### src/rtl/imem_fetch_arbiter.sv
// Instruction-memory fetch arbiter: shares the single-port block memory between the
// demand-miss refill path and the next-line prefetcher, one transaction at a time.
module imem_fetch_arbiter #(
    parameter int ADDR_W  = 10,
    parameter int BLOCK_W = 128
) (
    input  logic               clock,
    input  logic               reset,
    input  logic               dm_req_valid,
    input  logic [ADDR_W-1:0]  dm_req_addr,
    output logic               dm_req_ready,
    output logic               dm_resp_valid,
    input  logic               pf_req_valid,
    input  logic [ADDR_W-1:0]  pf_req_addr,
    output logic               pf_req_ready,
    output logic               pf_resp_valid,
    input  logic               pf_cancel,
    output logic [ADDR_W-1:0]  resp_addr,
    output logic [BLOCK_W-1:0] resp_data,
    output logic               mem_ren,
    output logic [ADDR_W-1:0]  mem_addr,
    input  logic               mem_ready,
    input  logic [BLOCK_W-1:0] mem_dout
);

    typedef enum logic [1:0] {
        ST_IDLE = 2'd0,
        ST_BUSY = 2'd1,
        ST_RESP = 2'd2
    } state_t;

    state_t state_r;
    state_t state_nx_s;
    logic   owner_pf_r;
    logic   merge_r;
    logic   cancel_r;

    logic   dm_ready_s;
    logic   pf_ready_s;
    logic   accept_dm_s;
    logic   accept_pf_s;
    logic   merge_acc_s;
    logic   set_cancel_s;
    logic   capture_s;
    logic   dm_resp_nx_s;
    logic   pf_resp_nx_s;

    // Next-state, handshake and merge/cancel decisions.
    always_comb begin
        state_nx_s   = state_r;
        dm_ready_s   = 1'b0;
        pf_ready_s   = 1'b0;
        accept_dm_s  = 1'b0;
        accept_pf_s  = 1'b0;
        merge_acc_s  = 1'b0;
        set_cancel_s = 1'b0;
        capture_s    = 1'b0;
        case (state_r)
            ST_IDLE: begin
                dm_ready_s = 1'b1;
                pf_ready_s = ~dm_req_valid;
                if (dm_req_valid) begin
                    accept_dm_s = 1'b1;
                    state_nx_s  = ST_BUSY;
                end else if (pf_req_valid) begin
                    accept_pf_s  = 1'b1;
                    set_cancel_s = pf_cancel;
                    state_nx_s   = ST_BUSY;
                end else begin
                    state_nx_s = ST_IDLE;
                end
            end
            ST_BUSY: begin
                // A demand for the block the prefetcher is already fetching rides along.
                if (owner_pf_r && !merge_r && dm_req_valid && (dm_req_addr == mem_addr)) begin
                    dm_ready_s  = 1'b1;
                    merge_acc_s = 1'b1;
                end else begin
                    dm_ready_s  = 1'b0;
                    merge_acc_s = 1'b0;
                end
                set_cancel_s = owner_pf_r & pf_cancel;
                if (mem_ready) begin
                    capture_s  = 1'b1;
                    state_nx_s = ST_RESP;
                end else begin
                    state_nx_s = ST_BUSY;
                end
            end
            ST_RESP: begin
                state_nx_s = ST_IDLE;
            end
            default: begin
                state_nx_s = ST_IDLE;
            end
        endcase
    end

    assign dm_resp_nx_s = capture_s & (~owner_pf_r | merge_r | merge_acc_s);
    assign pf_resp_nx_s = capture_s & owner_pf_r & ~(cancel_r | set_cancel_s);

    // Readies are forced low while reset is asserted so nothing is handshaken mid-reset.
    assign dm_req_ready = reset & dm_ready_s;
    assign pf_req_ready = reset & pf_ready_s;

    // State register.
    always_ff @(posedge clock or negedge reset) begin
        if (!reset) begin
            state_r <= ST_IDLE;
        end else begin
            state_r <= state_nx_s;
        end
    end

    // Transaction owner plus sticky merge and cancel flags, cleared on every accept.
    always_ff @(posedge clock or negedge reset) begin
        if (!reset) begin
            owner_pf_r <= 1'b0;
            merge_r    <= 1'b0;
            cancel_r   <= 1'b0;
        end else if (accept_dm_s || accept_pf_s) begin
            owner_pf_r <= accept_pf_s;
            merge_r    <= 1'b0;
            cancel_r   <= set_cancel_s;
        end else begin
            if (merge_acc_s) begin
                merge_r <= 1'b1;
            end
            if (set_cancel_s) begin
                cancel_r <= 1'b1;
            end
        end
    end

    // Memory request: ren rises on accept and falls on capture, so RESP always has it low.
    always_ff @(posedge clock or negedge reset) begin
        if (!reset) begin
            mem_ren  <= 1'b0;
            mem_addr <= {ADDR_W{1'b0}};
        end else if (accept_dm_s) begin
            mem_ren  <= 1'b1;
            mem_addr <= dm_req_addr;
        end else if (accept_pf_s) begin
            mem_ren  <= 1'b1;
            mem_addr <= pf_req_addr;
        end else if (capture_s) begin
            mem_ren  <= 1'b0;
        end
    end

    // Response block, held until the next capture.
    always_ff @(posedge clock or negedge reset) begin
        if (!reset) begin
            resp_addr <= {ADDR_W{1'b0}};
            resp_data <= {BLOCK_W{1'b0}};
        end else if (capture_s) begin
            resp_addr <= mem_addr;
            resp_data <= mem_dout;
        end
    end

    // One-cycle response pulses, high exactly in the RESP cycle.
    always_ff @(posedge clock or negedge reset) begin
        if (!reset) begin
            dm_resp_valid <= 1'b0;
            pf_resp_valid <= 1'b0;
        end else begin
            dm_resp_valid <= dm_resp_nx_s;
            pf_resp_valid <= pf_resp_nx_s;
        end
    end

endmodule

### config.mk
export PLATFORM = sky130hd
export DESIGN_NAME = imem_fetch_arbiter
export DESIGN_NICKNAME = d
export VERILOG_FILES = /design/src/rtl/imem_fetch_arbiter.sv
export SDC_FILE = /design/constraint.sdc
export NUM_CORES = 1
export LEC_CHECK = 0
export CAP_MARGIN = 15
export CORE_MARGIN = 2
export CORE_UTILIZATION = 40
export CTS_CLUSTER_DIAMETER = 120
export DETAILED_ROUTE_END_ITERATION = 12
export GPL_ROUTABILITY_DRIVEN = 0
export PLACE_DENSITY_LB_ADDON = 0.2
export RECOVER_POWER = 25
export SLEW_MARGIN = 10
export SYNTH_ARGS = -nofsm -noshare
export SYNTH_HDL_FRONTEND = slang
export SYNTH_SLANG_ARGS = --single-unit
### constraint.sdc
create_clock -name clock -period 1.9 [get_ports clock]
set_input_delay 0.38 -clock clock [delete_from_list [all_inputs] [get_ports clock]]
set_output_delay 0.38 -clock clock [all_outputs]
set_load 0.02 [all_outputs]
# Word-level counts from Yosys, hierarchy flattened
# Cells that the tools add are included.
# word_totals
ff_bits	156
# classes
reduce_logical	10
muxes	27
eq_ne	2
n_bitwise	12
# ops
cell	n
$mux 1	21
$mux 10	2
$eq 10x10->1	1
$and 1x1->1	6
$reduce_bool 2->1	3
$pmux 1 s2	2
$pmux 2 s2	1
$logic_and 1x1->1	3
$not 1->1	3
$or 1x1->1	3
$reduce_bool 3->1	1
$eq 2x1->1 const B	1
$logic_not 2->1	1
$mux 2	1
$logic_not 1->1	1
$logic_or 1x1->1	1

# Longest topological paths before layout
# depth
depth_word	8
depth_mapped	7

# Worst setup path after synthesis
# No wires, ideal clock.
# synth_path
kind	flip-flop to output port
from	register mem_addr[9]
to	output dm_req_ready
n_path_buf	0
arrival_time_ns	1.463
path_stages_with_launch	5
path_slack_ns	0.057
cell_sequence	dfrtp_1 > xor2_1 > nor4_1 > nand4_1 > a21oi_1
# synth_between
elab_chain_cells	5
# synth_rtl
element	line	rtl
start: declaration	21	output logic [ADDR_W-1:0] mem_addr,
start signal: assignment	139	mem_addr <= {ADDR_W{1'b0}};
start signal: assignment	142	mem_addr <= dm_req_addr;
start signal: assignment	145	mem_addr <= pf_req_addr;
$eq 10x10->1	75	if (owner_pf_r && !merge_r && dm_req_valid && (dm_req_addr == mem_addr)) begin
$logic_and 1x1->1	75	
$mux 1	75	
$pmux 1 s2	58	case (state_r)
$and 1x1->1	103	assign dm_req_ready = reset & dm_ready_s;
end: declaration	11	output logic dm_req_ready,
# Every way passes these cells.

# Worst setup path in the final report
# layout_path
from	input dm_req_addr[1]
to	output dm_req_ready
# layout_between
elab_chain_cells	5
# layout_rtl
element	line	rtl
start: declaration	10	input logic [ADDR_W-1:0] dm_req_addr,
$eq 10x10->1	75	
$logic_and 1x1->1	75	
$mux 1	75	
$pmux 1 s2	58	
$and 1x1->1	103	
# Every way passes these cells.

==> flow_summary.toml <==
[run_status]
status = "finished with violations"
violations = "negative setup slack"

[worst_setup_path]
crit_arrival_ps = 1760
cp.required_ps = 1520
cp_max_fo = 2
critical_path_class = "in -> out"
end_kind = "output pin"
r2r_end = "dm_resp_valid"
regToRegStartpoint = "mem_addr[5]"
start_kind = "input pin"
reg2reg_depth = 8
ff2ff_setup_slack_ps = 200

[place]
numPortBuffers = 306
dpl_worst_slack_ps = -756
placedCellCount = 1156
dpl.hpwl_microns = 12400

[sta]
timing.final.crit_share = 1.13
rsz0062_at_grt = "yes"
tightest_slew_ps = 1370
finalMaxSlewViolations = 0
fin_crit_ps = 2140
setup_viol = 1
timing.fmax_mhz = 466
layout_setup_ws_ps = -244
slew_headroom = 0.0842
hold_viol = 0
fin_worst_skew_ps = 11.9

[pwr]
seqPwrFrac = 0.332
power_density_nw_per_um2 = 1670
p_sw_frac = 0.376
ir_worst_vdd_v = 0.000810
power.leakage_nw = 5.04
power.internal_mw = 10.5
p_clk_frac = 0.205
p_switching_mw = 6.34
p_comb_frac = 0.463

[die]
die-area_sq_um = 16200
rows = 45
die_x_microns = 127
die_h_microns = 127
initial_utilization = 0.404
core_area_sq_um = 15000
io_pins = 307

[global_routing]
grt_pass1_wl_microns = 28600
grt_overflow = 0
grt_pass1_vias = 5556
grt_max_degree = 156
grt_util_all_layers = 0.224
antenna_found_initial = 0

[detailed_routing]
drc = 0
ant_nets = 0
dr.pass1.iters = 4
drt_iter0_markers = 348
wl_per_cell_microns = 14.9
vias = 5546
viasPerCell = 4.65
routed_wirelength_microns = 17800

[synthesis]
synth.avg_cell_area_sq_um = 9.10
synth_seq_cells = 156
synth_area_leaders = "dfrtp_1, nand2_1, buf_2"
yosysTopAreaCell = "dfrtp_1"
syn-instance-count = 667
netlist_area_sq_um = 6070
seq_area_frac_synth = 0.643
synth_warnings = 0
syn_nets = 821
synth_top_area_share = 0.643
ys_types = 27

[hold_path]
holdPathEnd = "mem_addr[5]"
hold_start = "dm_req_addr[5]"
hold_depth = 3
hold_class = "in -> reg"

[cells_and_area]
diodes = 0
layout_commonest_cell = "nand2_1"
layout_common_cells = "nand2_1, clkdlybuf4s50_1, dfrtp_1"
syn2layout_area_growth_pct = 66.8
final_nets = 1145
fin_cells = 1192
drive_above_1_share = 0.0757

[clocking]
clkTransAtPathRegs_ps = 60
cts_tree = "yes"
root_buffer = "clkbuf_16"
clk_latency_ps = 420
htreeDepth = 4
cts_buffers = 17
clock_sinks = 156
cts_buffer_depth = 2

[run]
max-cap-violations = 0
## worst max path at each step
stage | startpoint | endpoint | slack [ps] | depth (start not counted)
2_1_floorplan | mem_addr[9] | dm_req_ready | 60 | 4
3_3_place_gp | dm_req_addr[3] | dm_req_ready | -750 | 6
3_5_place_dp | dm_req_addr[7] | dm_req_ready | -760 | 6
4_1_cts | mem_addr[2] | dm_req_ready | -280 | 5
5_1_grt | dm_req_addr[1] | dm_req_ready | -300 | 6
6_report | dm_req_addr[1] | dm_req_ready | -240 | 6
## cells by family (layout without fill, tap and decap cells)
family                 count (synthesis)  in the layout  synth area share
flip-flops                           156            156             0.643
AO/OA/AOI/OAI                         15             15            0.0214
AND/OR/NAND/NOR                      439            439             0.282
buffers and inverters                 45            382            0.0359
multiplexers                           2              2           0.00330
XOR/XNOR                              10             10            0.0144
## power groups by stage
stage                     registers, mW  logic, mW  clock network [mW]
after global placement             5.58       7.82                   0
final                              5.60       7.81                3.45
after global routing               5.79       8.38                3.66
after detailed placement           5.65       7.90                   0
after floorplan                    7.53       1.74                   0
after CTS                          5.61       7.88                3.51
## flip-flops by register name, indices dropped and copies added, names as in the netlist
name,count
resp_data,128
mem_addr,10
resp_addr,10
state_r,2
cancel_r,1
dm_resp_valid,1
mem_ren,1
merge_r,1
owner_pf_r,1
pf_resp_valid,1
## cell usage after synthesis
cell type,count
inv_1,9
o21ai_0,2
nor2_1,4
nand3_2,1
inv_2,2
nor4b_1,1
a21oi_1,1
nor2_2,1
buf_6,2
nor3_1,1
dfrtp_1,156
nand4_1,1
nand2_1,423
a32o_1,1
mux2i_1,2
xor2_1,10
a22o_1,1
o311a_1,1
nor4_1,3
buf_2,26
nor2b_1,1
clkbuf_2,1
a31oi_1,1
nand2b_1,1
a222oi_1,8
nor3b_4,2
clkbuf_1,5
## final cells by class
type | count | area, sq um
clock inverter | 12 | 138
clock buffer | 20 | 467
tap | 188 | 235
inverter | 11 | 43.8
multi-input combinational | 466 | 1970
sequential | 156 | 3900
fill | 1236 | 4910
timing repair buffer | 339 | 3360
## layer usage
layer,part of all wire,routed length (microns),GRT usage,up-vias
met5,0,0,0,-
met4,0.031,549,0.0989,0
met3,0.086,1520,0.0808,38
met2,0.48,8610,0.368,216
met1,0.40,7130,0.268,2590
li1,-,-,-,2702
## metrics by stage
step | cell area [sq um] | util | total power, mW | TNS (ps) | hold WS [ps]
floorplan | 6070 | - | 9.26 | 0 | 84.4
global placement | 9470 | 0.630 | 13.4 | -1080 | 172
detailed placement | 9470 | 0.630 | 13.5 | -1150 | 173
CTS | 10100 | 0.674 | 17.0 | -359 | 196
global route | 10100 | 0.673 | 17.8 | -324 | 242
finish | 10100 | 0.673 | 16.9 | -244 | 256
## critical path, stage by stage
cell	delay (ps)
clkdlybuf4s50_1	440
xor2_1	170
nor4_1	280
nand4_1	180
a21oi_2	160
buf_4	150
## repair_timing
action                     4_1_cts  5_1_grt
setup endpoints to repair        9        7
pin swaps                        5        3
resized for setup               24        9
hold endpoints to repair         1        0
hold buffers                     1        0
setup buffers                    6        0
Note: power is estimated with default switching activity, not from simulation.
